## config.mk

```make
export PLATFORM = sky130hd
export DESIGN_NAME = cbp_seq_divider_flat
export DESIGN_NICKNAME = d
export VERILOG_FILES = /design/src/rtl/cbp_seq_divider_pkg.sv /design/src/rtl/cbp_seq_divider_if.sv /design/src/rtl/cbp_seq_divider_addsub.sv /design/src/rtl/cbp_seq_divider.sv /design/src/flat_wrapper.sv
export SDC_FILE = /design/constraint.sdc
export NUM_CORES = 1
export LEC_CHECK = 0
export ABC_AREA = 1
export CORE_MARGIN = 2
export CORE_UTILIZATION = 25
export CTS_CLUSTER_DIAMETER = 40
export CTS_CLUSTER_SIZE = 14
export DETAILED_ROUTE_END_ITERATION = 8
export MAX_ROUTING_LAYER = met4
export PLACE_DENSITY = 0.48
export SYNTH_ARGS = -nofsm -noshare
export SYNTH_HDL_FRONTEND = slang
export SYNTH_SLANG_ARGS = --single-unit
export TNS_END_PERCENT = 20
```

## constraint.sdc

```tcl
create_clock -name clk -period 18.1 [get_ports clk]
set_input_delay 4.525 -clock clk [delete_from_list [all_inputs] [get_ports clk]]
set_output_delay 4.525 -clock clk [all_outputs]
set_load 0.01 [all_outputs]
```

## src/rtl/cbp_seq_divider_pkg.sv

```systemverilog
// Shared types and constants for the sequential carry-bypass divider.
// Build option: CBP_DIV_SIGNED_EN enables signed divide (SIGN state, overflow flag).
package cbp_div_pkg;

  localparam int DIV_DATA_W = 32;
  localparam int BYP_GRP_W  = 4;

  typedef enum logic [1:0] {IDLE, ITER, SIGN, DONE} div_state_e;

endpackage

```

## src/rtl/cbp_seq_divider_if.sv

```systemverilog
// Start/busy/done handshake between the issuing controller (master) and the divider (slave).
interface cbp_seq_divider_if
  import cbp_div_pkg::*;
#(
  parameter int DATA_W = DIV_DATA_W
);
  logic              start;
  logic              signed_op;
  logic [DATA_W-1:0] dividend;
  logic [DATA_W-1:0] divisor;
  logic              busy;
  logic              done;
  logic [DATA_W-1:0] quotient;
  logic [DATA_W-1:0] remainder;
  logic              div_by_zero;
  logic              overflow;

  modport master (
    output start, signed_op, dividend, divisor,
    input  busy, done, quotient, remainder, div_by_zero, overflow
  );

  modport slave (
    input  start, signed_op, dividend, divisor,
    output busy, done, quotient, remainder, div_by_zero, overflow
  );
endinterface

```

## src/rtl/cbp_seq_divider_addsub.sv

```systemverilog
// DATA_W adder/subtractor built from 4-bit ripple groups with a carry bypass per group.
// sub=1 computes a + ~b + 1; DATA_W must be a multiple of the group width.
module cbp_addsub
  import cbp_div_pkg::*;
#(
  parameter int DATA_W = DIV_DATA_W
) (
  input  logic [DATA_W-1:0] a,
  input  logic [DATA_W-1:0] b,
  input  logic              sub,
  output logic [DATA_W-1:0] sum,
  output logic              cout
);
  localparam int NGRP = DATA_W / BYP_GRP_W;

  logic [DATA_W-1:0] bx;
  logic [DATA_W-1:0] p;

  assign bx = b ^ {DATA_W{sub}};
  assign p  = a ^ bx;

  always_comb begin
    logic c;
    logic gc;
    sum = '0;
    gc  = sub;
    for (int g = 0; g < NGRP; g++) begin
      c = gc;
      for (int i = 0; i < BYP_GRP_W; i++) begin
        sum[g*BYP_GRP_W+i] = p[g*BYP_GRP_W+i] ^ c;
        c = (a[g*BYP_GRP_W+i] & bx[g*BYP_GRP_W+i]) | (p[g*BYP_GRP_W+i] & c);
      end
      // A fully propagating group passes its carry-in straight through.
      gc = (&p[g*BYP_GRP_W +: BYP_GRP_W]) ? gc : c;
    end
    cout = gc;
  end
endmodule

```

## src/rtl/cbp_seq_divider.sv

```systemverilog
// Iterative restoring divider, one quotient bit per clock through a carry-bypass subtractor.
// Build option: CBP_DIV_SIGNED_EN adds signed divide via a magnitude pass plus a SIGN fix-up state.
module cbp_seq_divider
  import cbp_div_pkg::*;
#(
  parameter int DATA_W = DIV_DATA_W
) (
  input logic              clk,
  input logic              rst_n,
  cbp_seq_divider_if.slave dif
);
  localparam int CNT_W = $clog2(DATA_W) + 1;
  localparam logic [CNT_W-1:0] LAST_STEP = CNT_W'(DATA_W - 1);

  div_state_e        state_q, state_d;
  logic [CNT_W-1:0]  cnt_q, cnt_d;
  logic [DATA_W-1:0] rem_q, rem_d;
  logic [DATA_W-1:0] acc_q, acc_d;
  logic [DATA_W-1:0] dvs_q, dvs_d;
  logic [DATA_W-1:0] quo_q, quo_d;
  logic [DATA_W-1:0] rmd_q, rmd_d;
  logic              dbz_q, dbz_d;

  logic              accept, div_zero, sgn_act, take, add_co;
  logic [DATA_W-1:0] shifted, add_a, add_b, add_s;

`ifdef CBP_DIV_SIGNED_EN
  localparam logic [DATA_W-1:0] MIN_VAL = {1'b1, {(DATA_W-1){1'b0}}};
  logic sgn_q, sgn_d, neg_quo_q, neg_quo_d, neg_rem_q, neg_rem_d;
  logic ovf_pend_q, ovf_pend_d, ovf_q, ovf_d;
  assign sgn_act = sgn_q;
`else
  logic unused_signed_op;
  assign unused_signed_op = dif.signed_op;
  assign sgn_act = 1'b0;
`endif

  assign accept   = dif.start && (state_q == IDLE || state_q == DONE);
  assign div_zero = (dif.divisor == '0);
  // rem_q[MSB] is the 33rd bit of the shifted partial remainder.
  assign shifted  = {rem_q[DATA_W-2:0], acc_q[DATA_W-1]};
  assign take     = rem_q[DATA_W-1] | add_co;

  always_comb begin
    add_a = shifted;
    add_b = dvs_q;
    if (state_q == SIGN) begin
      add_a = '0;
      add_b = rem_q;
    end
  end

  cbp_addsub #(.DATA_W(DATA_W)) u_addsub (
    .a(add_a), .b(add_b), .sub(1'b1), .sum(add_s), .cout(add_co)
  );

  always_ff @(posedge clk) begin
    if (!rst_n) state_q <= IDLE;
    else        state_q <= state_d;
  end

  always_comb begin
    state_d = state_q;
    unique case (state_q)
      IDLE:    if (dif.start) state_d = div_zero ? DONE : ITER;
      ITER:    if (cnt_q == LAST_STEP) state_d = sgn_act ? SIGN : DONE;
      SIGN:    state_d = DONE;
      DONE:    state_d = dif.start ? (div_zero ? DONE : ITER) : IDLE;
      default: state_d = IDLE;
    endcase
  end

  always_comb begin
    dif.busy        = (state_q == ITER) || (state_q == SIGN);
    dif.done        = (state_q == DONE);
    dif.quotient    = quo_q;
    dif.remainder   = rmd_q;
    dif.div_by_zero = dbz_q;
`ifdef CBP_DIV_SIGNED_EN
    dif.overflow    = ovf_q;
`else
    dif.overflow    = 1'b0;
`endif
  end

  always_comb begin
    cnt_d = cnt_q;
    rem_d = rem_q;
    acc_d = acc_q;
    dvs_d = dvs_q;
    quo_d = quo_q;
    rmd_d = rmd_q;
    dbz_d = dbz_q;
`ifdef CBP_DIV_SIGNED_EN
    sgn_d      = sgn_q;
    neg_quo_d  = neg_quo_q;
    neg_rem_d  = neg_rem_q;
    ovf_pend_d = ovf_pend_q;
    ovf_d      = ovf_q;
`endif
    if (accept) begin
      cnt_d = '0;
      rem_d = '0;
      acc_d = dif.dividend;
      dvs_d = dif.divisor;
`ifdef CBP_DIV_SIGNED_EN
      sgn_d      = dif.signed_op;
      neg_quo_d  = dif.signed_op & (dif.dividend[DATA_W-1] ^ dif.divisor[DATA_W-1]);
      neg_rem_d  = dif.signed_op & dif.dividend[DATA_W-1];
      ovf_pend_d = dif.signed_op && (dif.dividend == MIN_VAL) && (&dif.divisor);
      if (dif.signed_op) begin
        // Divide magnitudes; MIN stays MIN, which is its correct unsigned magnitude.
        acc_d = dif.dividend[DATA_W-1] ? -dif.dividend : dif.dividend;
        dvs_d = dif.divisor[DATA_W-1]  ? -dif.divisor  : dif.divisor;
      end
      if (div_zero) ovf_d = 1'b0;
`endif
      if (div_zero) begin
        quo_d = '1;
        rmd_d = dif.dividend;
        dbz_d = 1'b1;
      end
    end else if (state_q == ITER) begin
      cnt_d = cnt_q + CNT_W'(1);
      rem_d = take ? add_s : shifted;
      acc_d = {acc_q[DATA_W-2:0], take};
      if (cnt_q == LAST_STEP && !sgn_act) begin
        quo_d = acc_d;
        rmd_d = rem_d;
        dbz_d = 1'b0;
`ifdef CBP_DIV_SIGNED_EN
        ovf_d = 1'b0;
`endif
      end
    end
`ifdef CBP_DIV_SIGNED_EN
    else if (state_q == SIGN) begin
      quo_d = neg_quo_q ? -acc_q : acc_q;
      rmd_d = neg_rem_q ? add_s : rem_q;
      dbz_d = 1'b0;
      ovf_d = ovf_pend_q;
    end
`endif
  end

  always_ff @(posedge clk) begin
    if (!rst_n) begin
      cnt_q <= '0;
      rem_q <= '0;
      acc_q <= '0;
      dvs_q <= '0;
      quo_q <= '0;
      rmd_q <= '0;
      dbz_q <= 1'b0;
`ifdef CBP_DIV_SIGNED_EN
      sgn_q      <= 1'b0;
      neg_quo_q  <= 1'b0;
      neg_rem_q  <= 1'b0;
      ovf_pend_q <= 1'b0;
      ovf_q      <= 1'b0;
`endif
    end else begin
      cnt_q <= cnt_d;
      rem_q <= rem_d;
      acc_q <= acc_d;
      dvs_q <= dvs_d;
      quo_q <= quo_d;
      rmd_q <= rmd_d;
      dbz_q <= dbz_d;
`ifdef CBP_DIV_SIGNED_EN
      sgn_q      <= sgn_d;
      neg_quo_q  <= neg_quo_d;
      neg_rem_q  <= neg_rem_d;
      ovf_pend_q <= ovf_pend_d;
      ovf_q      <= ovf_d;
`endif
    end
  end
endmodule

```

## src/flat_wrapper.sv

```systemverilog
// flat-port wrapper written by rule: the top's interface ports become plain ports
module cbp_seq_divider_flat import cbp_div_pkg::*;
#(
  parameter int DATA_W = DIV_DATA_W
)
  (clk, rst_n, dif_start, dif_signed_op, dif_dividend, dif_divisor, dif_busy, dif_done, dif_quotient, dif_remainder, dif_div_by_zero, dif_overflow);
  cbp_seq_divider_if #(.DATA_W(DATA_W)) dif_i ();
  input logic clk;
  input logic rst_n;
  input wire logic [$bits(dif_i.start)-1:0] dif_start;
  input wire logic [$bits(dif_i.signed_op)-1:0] dif_signed_op;
  input wire logic [$bits(dif_i.dividend)-1:0] dif_dividend;
  input wire logic [$bits(dif_i.divisor)-1:0] dif_divisor;
  output wire logic [$bits(dif_i.busy)-1:0] dif_busy;
  output wire logic [$bits(dif_i.done)-1:0] dif_done;
  output wire logic [$bits(dif_i.quotient)-1:0] dif_quotient;
  output wire logic [$bits(dif_i.remainder)-1:0] dif_remainder;
  output wire logic [$bits(dif_i.div_by_zero)-1:0] dif_div_by_zero;
  output wire logic [$bits(dif_i.overflow)-1:0] dif_overflow;
  assign dif_i.start = dif_start;
  assign dif_i.signed_op = dif_signed_op;
  assign dif_i.dividend = dif_dividend;
  assign dif_i.divisor = dif_divisor;
  assign dif_busy = dif_i.busy;
  assign dif_done = dif_i.done;
  assign dif_quotient = dif_i.quotient;
  assign dif_remainder = dif_i.remainder;
  assign dif_div_by_zero = dif_i.div_by_zero;
  assign dif_overflow = dif_i.overflow;
  cbp_seq_divider #(.DATA_W(DATA_W)) u_core (.clk(clk), .rst_n(rst_n), .dif(dif_i));
endmodule
```

[Yosys cells after proc, flatten, opt, wreduce, memory -nomap -nowiden]
Index checks and enable logic that the tools add are counted.
Cells by class
  multiplexer cells: 30
  add/sub/neg operators: 1
  equality and inequality tests: 7
  bitwise operators: 131
  reduce and logical (&&, ||, !) cells: 18
Operators with widths (number)
  2-to-1 mux 32 bit: 13
  bitwise AND 1 bit: 63
  OR 1 bit: 33
  zero test 32 bit: 1
  inverter 32 bit: 1
  AND reduction 4 bit: 8
  bitwise XOR 32 bit: 1
  bitwise XOR 1 bit: 31
  2-to-1 mux 1 bit: 12
  2-to-1 mux 2 bit: 4
  one-hot mux 2 bit (4 select lines): 1
  adder 6 x 1 -> 6 bit, second input constant: 1
  == test 6 x 5 -> 1 bit, second input constant: 1
  == test 2 bit, second input constant: 2
  != test 2 bit, second input constant: 2
  nonzero test 2 bit: 2
  AND reduction 3 bit: 1
  == test 2 x 1 -> 1 bit, second input constant: 1
  zero test 2 bit: 1
  logical OR 1 bit: 2
  != test 2 x 1 -> 1 bit, second input constant: 1
  inverter 1 bit: 2
  AND reduction 2 bit: 1
  OR reduction 2 bit: 1
  logical AND 1 bit: 1
Storage, ports and cells
  input port bits: 68
  output and inout port bits: 68
  logic and storage cells: 195
  register bits after elaboration: 169

[Depth between registers and ports, before layout]
  word-level depth: 80
  gate-level depth with buffers: 66
  gate-level depth less buffers: 63

[By module]
A second synthesis with hierarchy kept.
Second synthesis, totals
  cells, all modules: 1486
  area, all modules: 10303.6 sq um
Modules (own cells, without submodules)
  cbp_seq_divider: times used 1, seq. area each 3383.2 sq um, cells an instance 1247, area each 8383.0 sq um
  cbp_addsub: times used 1, seq. area each 0.0 sq um, cells an instance 239, area each 1920.6 sq um

[Least setup slack after synthesis]
OpenSTA, ideal clock, no wires.
  path type: reg2reg
  start: reg u_core.state_q[0]
  end: reg u_core.rem_q[24]
  period minus slack after synthesis: 15.538 ns
  data arrival time: 15.429 ns
  setup time: 0.109 ns
  required time: 17.991 ns
  setup slack: 2.562 ns
  cell stages (with the launch flop): 67
  buffers on the path: 3
  cell sequence: dfxtp_1 > inv_1 > ha_1 > clkbuf_1 > clkbuf_1 > inv_1 > nand2_1 > o21ai_0 > ha_1 > inv_1 > fa_1 > fa_1 > inv_1 > fa_1 > o21ai_2 > fa_1 > inv_1 > fa_1 > [31 not listed] > fa_1 > nand2_1 > nand2_1 > fa_1 > fa_1 > fa_1 > inv_1 > fa_1 > inv_1 > nor2_1 > nor2_2 > nand2_4 > buf_6 > nand2_2 > nand2_1 > nand2_1 > nand2_1 > inv_1
On the way
  longest elaborated chain between the ends: 77
  elaborated cells between the ends (all ways): 125
  classes of those cells: eq/ne (3); mux (11); bitwise (99); reduce/logical (12)
RTL lines
  start, declared: RTL line cbp_seq_divider.sv:15  | div_state_e state_q, state_d;
  start signal, assigned: RTL line cbp_seq_divider.sv:59  | else state_q <= state_d;
  == test 2 bit: RTL line cbp_seq_divider.sv:47  | if (state_q == SIGN) begin
  2-to-1 mux 32 bit: RTL line cbp_seq_divider.sv:47
  inverter 32 bit (no source line)
  bitwise AND 1 bit / bitwise XOR 32 bit (equally long branches): RTL line cbp_seq_divider_addsub.sv:31, cbp_seq_divider_addsub.sv:20
  OR 1 bit: RTL line cbp_seq_divider_addsub.sv:31  | c = (a[g*BYP_GRP_W+i] & bx[g*BYP_GRP_W+i]) | (p[g*BYP_GRP_W+i] & c);
  bitwise AND 1 bit: RTL line cbp_seq_divider_addsub.sv:31
  OR 1 bit: RTL line cbp_seq_divider_addsub.sv:31
  bitwise AND 1 bit: RTL line cbp_seq_divider_addsub.sv:31
  [61 not listed]
  OR 1 bit: RTL line cbp_seq_divider_addsub.sv:31
  bitwise AND 1 bit: RTL line cbp_seq_divider_addsub.sv:31
  OR 1 bit: RTL line cbp_seq_divider_addsub.sv:31
  bitwise AND 1 bit: RTL line cbp_seq_divider_addsub.sv:31
  OR 1 bit: RTL line cbp_seq_divider_addsub.sv:31
  2-to-1 mux 1 bit: RTL line cbp_seq_divider_addsub.sv:34  | gc = (&p[g*BYP_GRP_W +: BYP_GRP_W]) ? gc : c;
  OR 1 bit: RTL line cbp_seq_divider.sv:42  | assign take = rem_q[DATA_W-1] | add_co;
  2-to-1 mux 32 bit: RTL line cbp_seq_divider.sv:125  | rem_d = take ? add_s : shifted;
  end signal, assigned: RTL line cbp_seq_divider.sv:164  | rem_q <= rem_d;
  end, declared: RTL line cbp_seq_divider.sv:17  | logic [DATA_W-1:0] rem_q, rem_d;
Several ways; a longest one is shown, not always the timed one.
A chain may end at the register's enable or synchronous reset.

[Worst setup path after layout]
  start: reg u_core.state_q[0]
  end: reg u_core.rmd_q[15], in the netlist u_core.dif.remainder[15]
On the way
  longest elaborated chain between the ends: 80
  elaborated cells between the ends (all ways): 131
  classes of those cells: eq/ne (4); mux (14); bitwise (99); reduce/logical (14)
RTL lines
  == test 2 bit: RTL line cbp_seq_divider.sv:47
  2-to-1 mux 32 bit: RTL line cbp_seq_divider.sv:47
  inverter 32 bit (no source line)
  bitwise AND 1 bit / bitwise XOR 32 bit (equally long branches): RTL line cbp_seq_divider_addsub.sv:31, cbp_seq_divider_addsub.sv:20
  OR 1 bit: RTL line cbp_seq_divider_addsub.sv:31
  bitwise AND 1 bit: RTL line cbp_seq_divider_addsub.sv:31
  OR 1 bit: RTL line cbp_seq_divider_addsub.sv:31
  bitwise AND 1 bit: RTL line cbp_seq_divider_addsub.sv:31
  [64 not listed]
  bitwise AND 1 bit: RTL line cbp_seq_divider_addsub.sv:31
  OR 1 bit: RTL line cbp_seq_divider_addsub.sv:31
  2-to-1 mux 1 bit: RTL line cbp_seq_divider_addsub.sv:34
  OR 1 bit: RTL line cbp_seq_divider.sv:42
  2-to-1 mux 32 bit: RTL line cbp_seq_divider.sv:125
  2-to-1 mux 32 bit: RTL line cbp_seq_divider.sv:127  | if (cnt_q == LAST_STEP && !sgn_act) begin
  2-to-1 mux 32 bit: RTL line cbp_seq_divider.sv:123  | end else if (state_q == ITER) begin
  2-to-1 mux 32 bit: RTL line cbp_seq_divider.sv:101  | if (accept) begin
  end signal, assigned: RTL line cbp_seq_divider.sv:168  | rmd_q <= rmd_d;
  end, declared: RTL line cbp_seq_divider.sv:21  | logic [DATA_W-1:0] rmd_q, rmd_d;
Several ways; a longest one is shown, not always the timed one. The select of a mux whose other input is x is not followed.

==> run summary <==
Cells and area
* 11530 um2 — area of all placed cells without fillers
* nand2_1 — most common cell after layout, fill and taps aside
* nand2_1 (240), inv_1 (226), dfxtp_1 (169) — most frequent cells in the layout
* 3939 — Filler Cell Count
* 0 — n_diodes
* 3383 um2 — footprint of the flip-flops and latches
* 4.813% — fraction of final layout cells with drive strength greater than 1
* 4676 um2 — total area of multi-input combinational cells
* 1517 — final net count
* 24.43% — synthesis-to-layout area growth

Worst setup path
* 34 — worst-path maximum fanout
* flop to flop — critical path type
* flop — Critical Path Sink Type
* flop — type of origin of the critical path
* 17.00 ns — Critical Path AT
* ha_2 — critical path's slowest cell
* 61 — number of cells traversed by the worst register-to-register path
* fa_1 — Most common cell on crit path
* 0.46 ns — delay of the slowest critical-path stage
* 18.41 ns — critical path data required time

Min path
* flop to flop — HP Class
* 2 — worst hold stages

STA
* 37.06% — Slew headroom
* 0.009313 ns — final worst clock skew
* 59.90 MHz — upper clock frequency limit
* 0 — Final Max Slew Viols
* 92.24% — part of the cycle the worst path needs
* 0 — Final Hold Viols
* 16.69 ns — shortest clock period the worst path allows after layout
* false — unrepaired setup endpoints after global routing
* 0 — setup violation total in the final timing report
* 0 ns — accumulated negative setup slack
* 0.9441 ns — Tightest Pin Transition

Power and ir drop
* 5.291 nW — leakage power total
* 0.06975 mV — maximum VDD drop
* 134.5 nW/um2 — power per cell area

Clocking
* 0 — count of hold buffers inserted by post-cts repair
* 0 — number of post-CTS setup repair buffers
* 169 — Sinks on Clock Net
* 0.07 ns — post-CTS clock slew at the launch and capture registers of the worst setup and hold paths
* clkbuf_16 — clk root buf
* 2 — number of buffers on the longest clock path
* 4 — count of H-tree levels built during CTS
* 0 — count of instances resized after the clock tree is built
* built — CTS tree
* 0.43 ns — clock latency reported for the late side of the worst-skew pair
* 17 — clock buffer count from CTS

Status
* finished clean — run status

Yosys
* 7.144 um2 — average footprint of a synthesized cell
* 0% — proportion of register bits with asynchronous set or reset after synthesis
* 0 — Post-synth EDFFs
* 9266 um2 — post-synthesis cell area
* 1434 — post-synth net total
* 169 — number of synthesized register bits
* 34 — number of library cell types mapped by synthesis
* 0 — yosys warns
* 1297 — Mapped Cells
* dfxtp_1 — Synth Flop Type
* 36.51% — post-synthesis sequential area ratio

Floorplanning
* 136 — number of placed I/O pins
* 70 — # rows
* 38620 um2 — overall die area
* 36520 um2 — Std-Cell Core Area
* 25.37% — starting utilization of the core area
* 196.5 um — floorplan die height
* 196.5 um — die boundary width

Route
* 0 — DRC Markers
* 27190 um — total detailed-routing wirelength
* 4.455 — via/cell ratio
* 5 — detailed-routing iteration count for the pre-antenna-repair pass
* 8286 — count of vias placed by the detailed router
* 529 — violation count after the first detailed-route iteration
* 14.62 um — Routed WL per cell
* 0 — post-route ant nets

GRT
* 0 — antenna violations before repair
* 94 — largest net degree at the start of global routing
* 14.68% — GRT Total Usage
* 0 — leftover overflow at the end of global routing
* 7817 — via count of the first global-routing pass
* 43410 um — global-route wire length before repair

Placement
* 10910 um2 — placement-stage cell area
* 0.7580 — placer congestion estimate
* 19360 um — DP HPWL
* 133 — number of input and output port buffers inserted

Run
* 0 — max capacitance violation total

-- per-layer routing --
metal | GRT usage [%] | share of wire [%]
met4 | 4.153 | 1.5
met3 | 1.951 | 3.5
met2 | 22.29 | 44
met1 | 20.41 | 51
met5 | - | 0
-- area by class of cell --
| cell class | count | area share, % |
|---|---|---|
| Clock buffer | 17 | 3.690 |
| Clock inverter | 14 | 1.704 |
| Tap cell | 468 | 5.079 |
| Multi-Input combinational cell | 818 | 40.55 |
| Timing Repair Buffer | 141 | 12.05 |
| Sequential cell | 169 | 29.34 |
| Inverter | 233 | 7.585 |
-- Yosys cell counts (3+ instances only) --
library cell,instances,area [um2]
a21oi_1,104,520.5
a31oi_1,3,18.77
and2_1,3,18.77
buf_1,13,48.80
buf_2,15,75.07
buf_6,3,33.78
clkbuf_1,44,165.2
dfxtp_1,169,3383
fa_1,31,620.6
ha_1,38,475.5
inv_1,226,848.3
inv_2,5,18.77
nand2_1,241,904.6
nand2_2,9,56.30
nand3_1,68,340.3
nand3_2,5,50.05
nand4_1,6,37.54
nor2_1,111,416.7
nor3_1,6,30.03
nor4_1,8,50.05
o21ai_0,126,630.6
o221ai_1,44,385.4
o22ai_1,4,25.02
-- worst max-delay path: cells and delay by family, from the launching register on --
family          cells  cell delay (ns)
compound gates      5             0.64
fa+ha+maj          33            12.09
flops               1             0.35
simple gates       16             2.89
buf+inv             7             0.53
-- sequential cells by signal, summed over array words and instances, names as in the netlist --
register,count
u_core.dif.div_by_zero,1
u_core.dif.quotient,32
u_core.acc_q,32
u_core.dvs_q,32
u_core.state_q,2
u_core.dif.remainder,32
u_core.cnt_q,6
u_core.rem_q,32
-- where the power goes --
group / internal (mW) / switching [mW] / total (mW) / leakage [nW]
Sequential: 0.408 / 0.0161 / 0.424 / 1.38
Combinational: 0.250 / 0.481 / 0.731 / 3.62
Clock: 0.232 / 0.165 / 0.396 / 0.296
Total: 0.890 / 0.662 / 1.55 / 5.29
-- final timing paths --
check | slack [ns] | from | end
max | 1.41 | u_core.state_q[0] | u_core.dif.remainder[15]
min | 0.48 | u_core.dvs_q[23] | u_core.dvs_q[23]
max reg2reg | 1.41 | u_core.state_q[0] | u_core.dif.remainder[15]
min reg2reg | 0.48 | u_core.dvs_q[23] | u_core.dvs_q[23]
-- cells by family after synthesis --
| group | after synthesis | synth area share [%] |
|---|---|---|
| adder cells (fa/ha/maj) | 69 | 11.83 |
| buffers and inverters | 310 | 13.08 |
| flip-flops | 169 | 36.51 |
| other | 1 | 0.04047 |
| AO/OA/AOI/OAI | 285 | 17.39 |
| AND/OR/NAND/NOR | 463 | 21.15 |
-- per-stage QoR --
step / std cells / hold slack [ns] / utilization, % / setup WS (ns) / total power, mW
final: 1860 / 0.4792 / 31.57 / 1.405 / 1.551
after global placement: 1829 / 0.4649 / 29.87 / 1.602 / 1.160
after global routing: 1860 / 0.5058 / 31.57 / 0.5119 / 1.695
after floorplan: 1297 / 0.4245 / - / 2.562 / 0.9918
after CTS: 1860 / 0.4848 / 31.57 / 1.312 / 1.572
after detailed placement: 1829 / 0.4685 / 29.87 / 1.340 / 1.169
Power figures use the tool's default switching activity.
